### config.mk
export PLATFORM = sky130hd
export DESIGN_NAME = cache_rd_arbiter
export DESIGN_NICKNAME = d
export VERILOG_FILES = /design/src/rtl/cache_rd_arbiter_pkg.sv /design/src/rtl/cache_rd_arbiter_rd_line_buffer.sv /design/src/rtl/cache_rd_arbiter.sv
export SDC_FILE = /design/constraint.sdc
export NUM_CORES = 1
export LEC_CHECK = 0
export ABC_AREA = 1
export CORE_AREA = 2 2 171 173
export DETAILED_ROUTE_END_ITERATION = 10
export DIE_AREA = 0 0 173 175
export REMOVE_ABC_BUFFERS = 1
export SLEW_MARGIN = 20
export SYNTH_ARGS = -nofsm -noshare
export SYNTH_HDL_FRONTEND = slang
export SYNTH_SLANG_ARGS = --single-unit
### constraint.sdc
create_clock -name clk_g -period 3.6 [get_ports clk_g]
set_input_delay 0.54 -clock clk_g [delete_from_list [all_inputs] [get_ports clk_g]]
set_output_delay 0.54 -clock clk_g [all_outputs]
set_load 0.005 [all_outputs]
### src/rtl/cache_rd_arbiter_pkg.sv
// Shared types and constants for the cache read arbiter.
package cache_rd_arbiter_pkg;

    typedef enum logic [1:0] {
        IDLE = 2'd0,
        AR   = 2'd1,
        R    = 2'd2,
        RET  = 2'd3
    } rd_arb_state_t;

    localparam logic [1:0] AXI_BURST_INCR = 2'b01;
    localparam logic [2:0] AXI_SIZE_WORD  = 3'b010;

    localparam logic OWNER_ICACHE = 1'b0;
    localparam logic OWNER_DCACHE = 1'b1;

    function automatic logic [7:0] burst_len(input logic uncache, input int unsigned words);
        return uncache ? 8'd0 : 8'(words - 1);
    endfunction

endpackage

### src/rtl/cache_rd_arbiter_rd_line_buffer.sv
// Collects AXI read beats into a 128-bit line; uncached words land in the top lane.
module rd_line_buffer
    import cache_rd_arbiter_pkg::*;
#(
    parameter int LINE_WORD_NUM = 4
) (
    input  logic         clk_g,
    input  logic         reset,
    input  logic         start,
    input  logic         beat_we,
    input  logic         uncache,
    input  logic [31:0]  beat_data,
    output logic [127:0] line_data
);

    localparam int CW = (LINE_WORD_NUM > 1) ? $clog2(LINE_WORD_NUM) : 1;

    logic [CW-1:0] cnt_q, cnt_d;
    logic [127:0]  line_q, line_d;

    always_comb begin
        cnt_d  = cnt_q;
        line_d = line_q;
        if (start) begin
            cnt_d = '0;
        end else if (beat_we) begin
            if (uncache) begin
                line_d[127:96] = beat_data;
            end else begin
                for (int k = 0; k < 4; k++) begin
                    if ((k < LINE_WORD_NUM) && (cnt_q == CW'(k))) begin
                        line_d[32*k +: 32] = beat_data;
                    end
                end
                cnt_d = cnt_q + CW'(1);
            end
        end
    end

    always_ff @(posedge clk_g) begin
        if (reset) begin
            cnt_q  <= '0;
            line_q <= '0;
        end else begin
            cnt_q  <= cnt_d;
            line_q <= line_d;
        end
    end

    assign line_data = line_q;

endmodule

### src/rtl/cache_rd_arbiter.sv
// Shares one AXI read channel between icache and dcache refills, one transaction at a time.
// CACHE_ARB_RR_EN selects round-robin tie-breaking; otherwise dcache wins ties.
//   state | meaning
//   IDLE  | waiting for a request; grant pulses rd_rdy
//   AR    | arvalid high, payload held until arready
//   R     | rready high, beats assembled until rlast
//   RET   | one-cycle ret_valid to the owner
module cache_rd_arbiter
    import cache_rd_arbiter_pkg::*;
#(
    parameter int LINE_WORD_NUM = 4,
    parameter int ID_WIDTH      = 4
) (
    input  logic                clk_g,
    input  logic                reset,

    input  logic                i_rd_req,
    input  logic                i_rd_uncache,
    input  logic [31:0]         i_rd_addr,
    output logic                i_rd_rdy,
    output logic                i_ret_valid,
    output logic [127:0]        i_ret_data,

    input  logic                d_rd_req,
    input  logic                d_rd_uncache,
    input  logic [31:0]         d_rd_addr,
    output logic                d_rd_rdy,
    output logic                d_ret_valid,
    output logic [127:0]        d_ret_data,

    output logic [ID_WIDTH-1:0] arid,
    output logic [31:0]         araddr,
    output logic [7:0]          arlen,
    output logic [2:0]          arsize,
    output logic [1:0]          arburst,
    output logic                arvalid,
    input  logic                arready,

    input  logic [ID_WIDTH-1:0] rid,
    input  logic [31:0]         rdata,
    input  logic [1:0]          rresp,
    input  logic                rlast,
    input  logic                rvalid,
    output logic                rready
);

    rd_arb_state_t state_q, state_d;
    logic [31:0]   addr_q, addr_d;
    logic          uncache_q, uncache_d;
    logic          owner_q, owner_d;
    logic          arvalid_q, arvalid_d;
    logic          rready_q, rready_d;
    logic          i_ret_valid_q, i_ret_valid_d;
    logic          d_ret_valid_q, d_ret_valid_d;

    logic          gnt_any;
    logic          gnt_owner;
    logic [127:0]  line_data;

`ifdef CACHE_ARB_RR_EN
    logic          last_q, last_d;
`endif

    always_comb begin
        gnt_any = (state_q == IDLE) && (i_rd_req || d_rd_req);
        if (i_rd_req && d_rd_req) begin
`ifdef CACHE_ARB_RR_EN
            gnt_owner = (last_q == OWNER_DCACHE) ? OWNER_ICACHE : OWNER_DCACHE;
`else
            gnt_owner = OWNER_DCACHE;
`endif
        end else if (d_rd_req) begin
            gnt_owner = OWNER_DCACHE;
        end else begin
            gnt_owner = OWNER_ICACHE;
        end
    end

    assign i_rd_rdy = gnt_any && (gnt_owner == OWNER_ICACHE);
    assign d_rd_rdy = gnt_any && (gnt_owner == OWNER_DCACHE);

`ifdef CACHE_ARB_RR_EN
    always_comb begin
        last_d = last_q;
        if (gnt_any) begin
            last_d = gnt_owner;
        end
    end

    always_ff @(posedge clk_g) begin
        if (reset) begin
            last_q <= OWNER_ICACHE;
        end else begin
            last_q <= last_d;
        end
    end
`endif

    always_comb begin
        state_d       = state_q;
        addr_d        = addr_q;
        uncache_d     = uncache_q;
        owner_d       = owner_q;
        arvalid_d     = arvalid_q;
        rready_d      = rready_q;
        i_ret_valid_d = 1'b0;
        d_ret_valid_d = 1'b0;
        unique case (state_q)
            IDLE: begin
                if (gnt_any) begin
                    owner_d   = gnt_owner;
                    addr_d    = (gnt_owner == OWNER_DCACHE) ? d_rd_addr : i_rd_addr;
                    uncache_d = (gnt_owner == OWNER_DCACHE) ? d_rd_uncache : i_rd_uncache;
                    arvalid_d = 1'b1;
                    state_d   = AR;
                end
            end
            AR: begin
                if (arready) begin
                    arvalid_d = 1'b0;
                    rready_d  = 1'b1;
                    state_d   = R;
                end
            end
            R: begin
                // rlast ends the burst even if the beat count disagrees
                if (rvalid && rlast) begin
                    rready_d      = 1'b0;
                    i_ret_valid_d = (owner_q == OWNER_ICACHE);
                    d_ret_valid_d = (owner_q == OWNER_DCACHE);
                    state_d       = RET;
                end
            end
            RET: begin
                state_d = IDLE;
            end
            default: begin
                state_d   = IDLE;
                arvalid_d = 1'b0;
                rready_d  = 1'b0;
            end
        endcase
    end

    always_ff @(posedge clk_g) begin
        if (reset) begin
            state_q       <= IDLE;
            addr_q        <= '0;
            uncache_q     <= 1'b0;
            owner_q       <= OWNER_ICACHE;
            arvalid_q     <= 1'b0;
            rready_q      <= 1'b0;
            i_ret_valid_q <= 1'b0;
            d_ret_valid_q <= 1'b0;
        end else begin
            state_q       <= state_d;
            addr_q        <= addr_d;
            uncache_q     <= uncache_d;
            owner_q       <= owner_d;
            arvalid_q     <= arvalid_d;
            rready_q      <= rready_d;
            i_ret_valid_q <= i_ret_valid_d;
            d_ret_valid_q <= d_ret_valid_d;
        end
    end

    rd_line_buffer #(
        .LINE_WORD_NUM (LINE_WORD_NUM)
    ) u_line_buffer (
        .clk_g     (clk_g),
        .reset     (reset),
        .start     (gnt_any),
        .beat_we   ((state_q == R) && rvalid),
        .uncache   (uncache_q),
        .beat_data (rdata),
        .line_data (line_data)
    );

    // Response code and ID carry no information for a single-outstanding master.
    logic unused_rsp;
    assign unused_rsp = ^{rid, rresp};

    assign arid        = {{(ID_WIDTH-1){1'b0}}, owner_q};
    assign araddr      = addr_q;
    assign arlen       = burst_len(uncache_q, LINE_WORD_NUM);
    assign arsize      = AXI_SIZE_WORD;
    assign arburst     = AXI_BURST_INCR;
    assign arvalid     = arvalid_q;
    assign rready      = rready_q;
    assign i_ret_valid = i_ret_valid_q;
    assign d_ret_valid = d_ret_valid_q;
    assign i_ret_data  = line_data;
    assign d_ret_data  = line_data;

endmodule

======== Word level (Yosys, flattened, before mapping) ========
Index checks and enable logic that the tools add are counted.
word-level totals
  flip-flop bits (word level) ............. 170
  logic and storage cells ................. 69
  output and inout bits ................... 311
operators by class
  multiplexer cells ....................... 17
  bitwise logic cells ..................... 6
  eq/ne operators ......................... 9
  $add $sub $neg .......................... 1
  reduce and logical (&&, ||, !) cells .... 23
operators with widths
  operator             number
  $mux 32              3
  $reduce_and 3->1     4
  $reduce_and 4->1     3
  $eq 2x2->1 const B   4
  $mux 2               4
  $pmux 2 s4           1
  $mux 1               7
  $logic_and 1x1->1    6
  $ne 2x2->1 const B   3
  $not 1->1            6
  $reduce_bool 2->1    3
  $eq 2x1->1 const B   2
  $logic_not 2->1      2
  $pmux 1 s2           2
  $reduce_and 2->1     2
  $reduce_or 3->1      1
  $add 2x1->2 const B  1
  $reduce_or 2->1      1
  $logic_or 1x1->1     1

======== Logic depth before layout (Yosys ltp) ========
  depth in word-level cells ............... 4
  mapped depth ............................ 9
  gate-level depth less buffers ........... 8

======== Modules after synthesis ========
A second synthesis with hierarchy kept.
unflattened totals
  cell total of the unflattened synthesis .. 1219
  area, all modules ....................... 8480.6 um^2
modules (own cells, without submodules)
  module            cells each  area an instance (um^2)  times used  seq. area each (um^2)
  rd_line_buffer    768         5429.0                   1           2602.5
  cache_rd_arbiter  451         3051.7                   1           800.8

======== Least setup slack after synthesis ========
No wires, ideal clock.
  kind .................................... input port to output port
  from .................................... input port d_rd_req
  to ...................................... output port d_rd_rdy
  stages on the path ...................... 5
  path buffers ............................ 3
  data arrival time ....................... 1252 ps
  slack ................................... 1808 ps
  path through ............................ buf_4 -> o21ai_2 -> buf_4 -> buf_4 -> nor2_1
between the ends
  word-level cells in the longest chain between the ends .. 3
  elaborated cells on any way between the ends .. 6
  classes of those cells .................. 2 x mux; 4 x reduce/logical
RTL lines
  element                                             RTL line                                        RTL
  from (decl)                                         cache_rd_arbiter.sv:24                          input logic d_rd_req,
  $mux 1 (tied with other cells)                      cache_rd_arbiter.sv:72                          end else if (d_rd_req) begin
  $mux 1 / $logic_and 1x1->1 (equally long branches)  cache_rd_arbiter.sv:66, cache_rd_arbiter.sv:65
  $logic_and 1x1->1 (*)                               cache_rd_arbiter.sv:80                          assign d_rd_rdy = gnt_any && (gnt_owner == OWNER_DCACHE);
  to (decl)                                           cache_rd_arbiter.sv:27                          output logic d_rd_rdy,
Every way passes the cells marked *; elsewhere a longest branch is shown, timed or not.

======== Worst setup path in the final report ========
  from .................................... register state_q[1]
  to ...................................... output port i_rd_rdy
between the ends
  word-level cells in the longest chain between the ends .. 3
RTL lines
  element                 RTL line                 RTL
  from (decl)             cache_rd_arbiter.sv:47   rd_arb_state_t state_q, state_d;
  from (signal assigned)  cache_rd_arbiter.sv:156  state_q <= state_d;
  $logic_not 2->1         cache_rd_arbiter.sv:65   gnt_any = (state_q == IDLE) && (i_rd_req || d_rd_req);
  $logic_and 1x1->1       cache_rd_arbiter.sv:65
  $logic_and 1x1->1       cache_rd_arbiter.sv:79   assign i_rd_rdy = gnt_any && (gnt_owner == OWNER_ICACHE);
  to (decl)               cache_rd_arbiter.sv:20   output logic i_rd_rdy,
Every way passes these cells.

==> flow_summary_export.csv <==
group,metric,value,unit
sta,setup_viol,0,
sta,hold_viol_final,0,
setup_path,crit_buf_inv,4,
sta,tightest_slew,1.077,ns
clock_tree,cts_max_path_buffers,2,
place,io_buffer_count,401,
floorplanning,dieWidth,173,um
sta,fin_setup_tns,0,ns
pwr,leakage,0.004837,uW
drt,drt_iter0_drc,662,
pwr,p_seq_frac,0.372,
synthesis,ys_seq_elements,170,
global_routing,grt_antenna_before_repair,0,
synthesis,synth_cell_type_count,25,
clock_tree,postCtsSetupBuffers,0,
setup_path,reg2reg_depth,8,
synthesis,synth.area.top_cells,"dfxtp_1 (41%), nand2_1 (14%), buf_4 (14%)",
clock_tree,cts_resized,0,
floorplanning,dieArea,30280,um2
clock_tree,cts.reportedPaths.clkPinSlew,0.07,ns
sta,finalCriticalPeriod,2.816,ns
sta,period_share,0.7822,
floorplanning,fp.dieH,175,um
drt,route.vias.total,7943,
synthesis,ys.flop_type,"dfxtp_1",
place,place_ws,0.8674,ns
sta,drv_slew,0,
global_routing,grt_pass1_wl,41.41,mm
drt,drt_pre_antenna_iters,4,
setup_path,rrSetupSlack,1.34,ns
global_routing,grt_usage,0.1722,
pwr,p_int,3928,uW
drt,avgViaCountPerCell,4.331,
setup_path,critPathCaptureType,"output port",
clock_tree,cts.sink_count,170,
pwr,clkPwrFrac,0.330,
floorplanning,core-area,28390,um2
setup_path,reg2reg_from,"state_q[0]$_SDFFE_PP0P_",
sta,rsz0062_at_grt,"false",
setup_path,worstSetupPathType,"reg2out",
clock_tree,cts_tree,"yes",
global_routing,grt_pass1_vias,7552,
pwr,ir_worst_vdd,578.3,uV
hold_path,hold-path-cell-count,2,
setup_path,r2r-end,"u_line_buffer.line_data[61]$_SDFFE_PP0P_",
drt,drc,0,
sta,slew_headroom,0.2803,
sta,setup_ws,0.7840,ns
setup_path,worstSetupStartpointType,"flop",
synthesis,yosysWarnings,0,
drt,wire_per_inst,14.54,um
floorplanning,start_util,0.2947,
clock_tree,cts_root_buf,"clkbuf_16",
hold_path,worstHoldPathType,"reg2reg",
drt,drtAntennaViolNets,0,
setup_path,critPathArrivalTime,2.28,ns
setup_path,required,3.06,ns
sta,fmax,355.1,MHz
hold_path,hold_end,"araddr[20]$_SDFFE_PP0P_",
place,hpwl,18.70,mm
pwr,sw_frac_of_total,0.3268,
final_layout,area_growth,45.78,%
clock_tree,h-tree-depth,4,
global_routing,globalRouteOverflowTotal,0,
clock_tree,cts_buffers,17,
floorplanning,num_io_pins,422,
synthesis,synth.largest_area_cell,"dfxtp_1",
place,place.gp.congestion,0.7773,
floorplanning,row_count,62,
synthesis,syn_area,8368,um2
setup_path,critical-path-max-stage-delay,0.52,ns
setup_path,cp.depth,7,
synthesis,synth-edff-count,0,
synthesis,synth_top_cell_area_share,0.4067,
final_layout,fin_nets,1556,
pwr,p_comb_frac,0.298,
clock_tree,clk_latency,0.42,ns
setup_path,worstPathMaxFanout,10,
synthesis,synth.avg_cell_area,6.921,um2
final_layout,drive_above_1_share,0.03931,
setup_path,slowest_stage,"clkdlybuf4s50_1",
flow_run,max_cap_violations,0,
final_layout,antenna_cells,0,
pwr,power.switching,1907,uW
synthesis,yosysSeqAreaShare,0.4067,
setup_path,critPathMostFrequentCell,"inv_1",
pwr,powerDensity,478.4,nW/um2
clock_tree,holdBufCountCts,0,
synthesis,async_reset_ff_frac,0,
synthesis,synth_cells,1209,
setup_path,crit_family,"buffers and inverters",
setup_path,path_cells,"inv_1, ha_1, inv_1, nor2_2, nand2_1, inv_1, clkdlybuf4s50_1",
hold_path,hold_path.startpoint,"araddr[20]$_SDFFE_PP0P_",
run_status,status,"finished, final reports clean",
sta,skew,0.01135,ns
global_routing,grt_max_degree,195,
drt,routed_wl,26.67,mm
flip-flops by register name (all words and copies together) (netlist names):
name and count:
araddr 32, rready 1, d_ret_valid 1, u_line_buffer.line_data 128, state_q 2, i_ret_valid 1, owner_q 1, u_line_buffer.cnt_q 2
arvalid 1, uncache_q 1
layout make-up:
| type | instances | area (um2) |
|---|---|---|
| well taps | 384 | 480.5 |
| flip-flops and latches | 170 | 3403 |
| inverters | 47 | 178.9 |
| repair buffers | 415 | 4169 |
| clock buffers | 22 | 464.2 |
| fillers | 2956 | 16190 |
| multi-input cells | 786 | 3363 |
| clock inverters | 10 | 140.1 |
power by group through the flow:
stage | Clock (uW) | Combinational [uW] | Sequential [uW]
6_report | 1930 | 1740 | 2170
3_5_place_dp | 0 | 1740 | 2210
4_1_cts | 1980 | 1750 | 2170
2_1_floorplan | 0 | 808 | 2210
3_3_place_gp | 0 | 1730 | 2210
5_1_grt | 2050 | 1940 | 2200
routing by layer:
layer	vias up	global-route usage	part of all wire
li1	4054	-	-
met1	3550	0.1875	0.39
met2	324	0.3143	0.50
met3	15	0.06440	0.094
met4	0	0.04414	0.0093
met5	-	0	0
cell usage after synthesis, types with 2 or more instances:
cell      number
conb_1         2
nor2_2         5
dfxtp_1      170
buf_6          4
clkbuf_8       2
buf_2         37
buf_4        156
buf_1          7
nor2_4         4
inv_1         44
clkbuf_1      12
nand2_1      314
ha_1           8
nand3_1      131
nor2_1       235
inv_2          2
a21oi_1       68
worst register-to-register path: stages, from the launching register on:
cell	delay, ns
dfxtp_1	0.31
inv_1	0.12
ha_1	0.28
nand3_1	0.35
nor2_4	0.63
buf_12	0.25
nand3_1	0.08
nand2_1	0.09
nor2_1	0.04
layout by cell type (no fill, tap or decap), types with 2 or more instances in the layout:
cell type	count
a21oi_1	68
buf_12	4
buf_4	10
bufinv_16	3
clkbuf_1	3
clkbuf_16	17
clkbuf_8	2
clkdlybuf4s50_1	401
clkinv_2	2
clkinvlp_4	3
conb_1	14
dfxtp_1	170
ha_1	8
inv_1	44
nand2_1	314
nand3_1	131
nor2_1	234
nor2_2	2
nor2_4	8
worst max-delay path by stage:
stage,slack (ns),start,endpoint
after floorplan,-1.23,d_rd_req,d_rd_rdy
after detailed placement,0.87,d_rd_req,i_rd_rdy
after global placement,0.87,i_rd_req,i_rd_rdy
final,0.78,state_q[1]$_SDFFE_PP0P_,i_rd_rdy
after global routing,0.61,state_q[1]$_SDFFE_PP0P_,i_rd_rdy
after CTS,0.74,state_q[1]$_SDFFE_PP0P_,i_rd_rdy
through the flow:
step                power (uW)  instances  hold slack, ns  cell area [um2]  utilization
finish                    5836       1834          0.4636            12200       0.4297
global route              6183       1834          0.4840            12200       0.4297
CTS                       5902       1834          0.4646            12200       0.4297
detailed placement        3959       1802          0.4545            11590       0.4084
global placement          3941       1802          0.4504            11590       0.4084
floorplan                 3021       1003          0.4537             6913            -
cells by family after synthesis:
| kind of cell | count (synthesis) | share of synthesized area |
|---|---|---|
| AO/OA/AOI/OAI | 71 | 0.04306 |
| adder cells (fa/ha/maj) | 8 | 0.01196 |
| buffers and inverters | 265 | 0.2004 |
| flip-flops | 170 | 0.4067 |
| other | 2 | 0.0008975 |
| AND/OR/NAND/NOR | 693 | 0.3370 |
(Power assumes the default switching activity.)
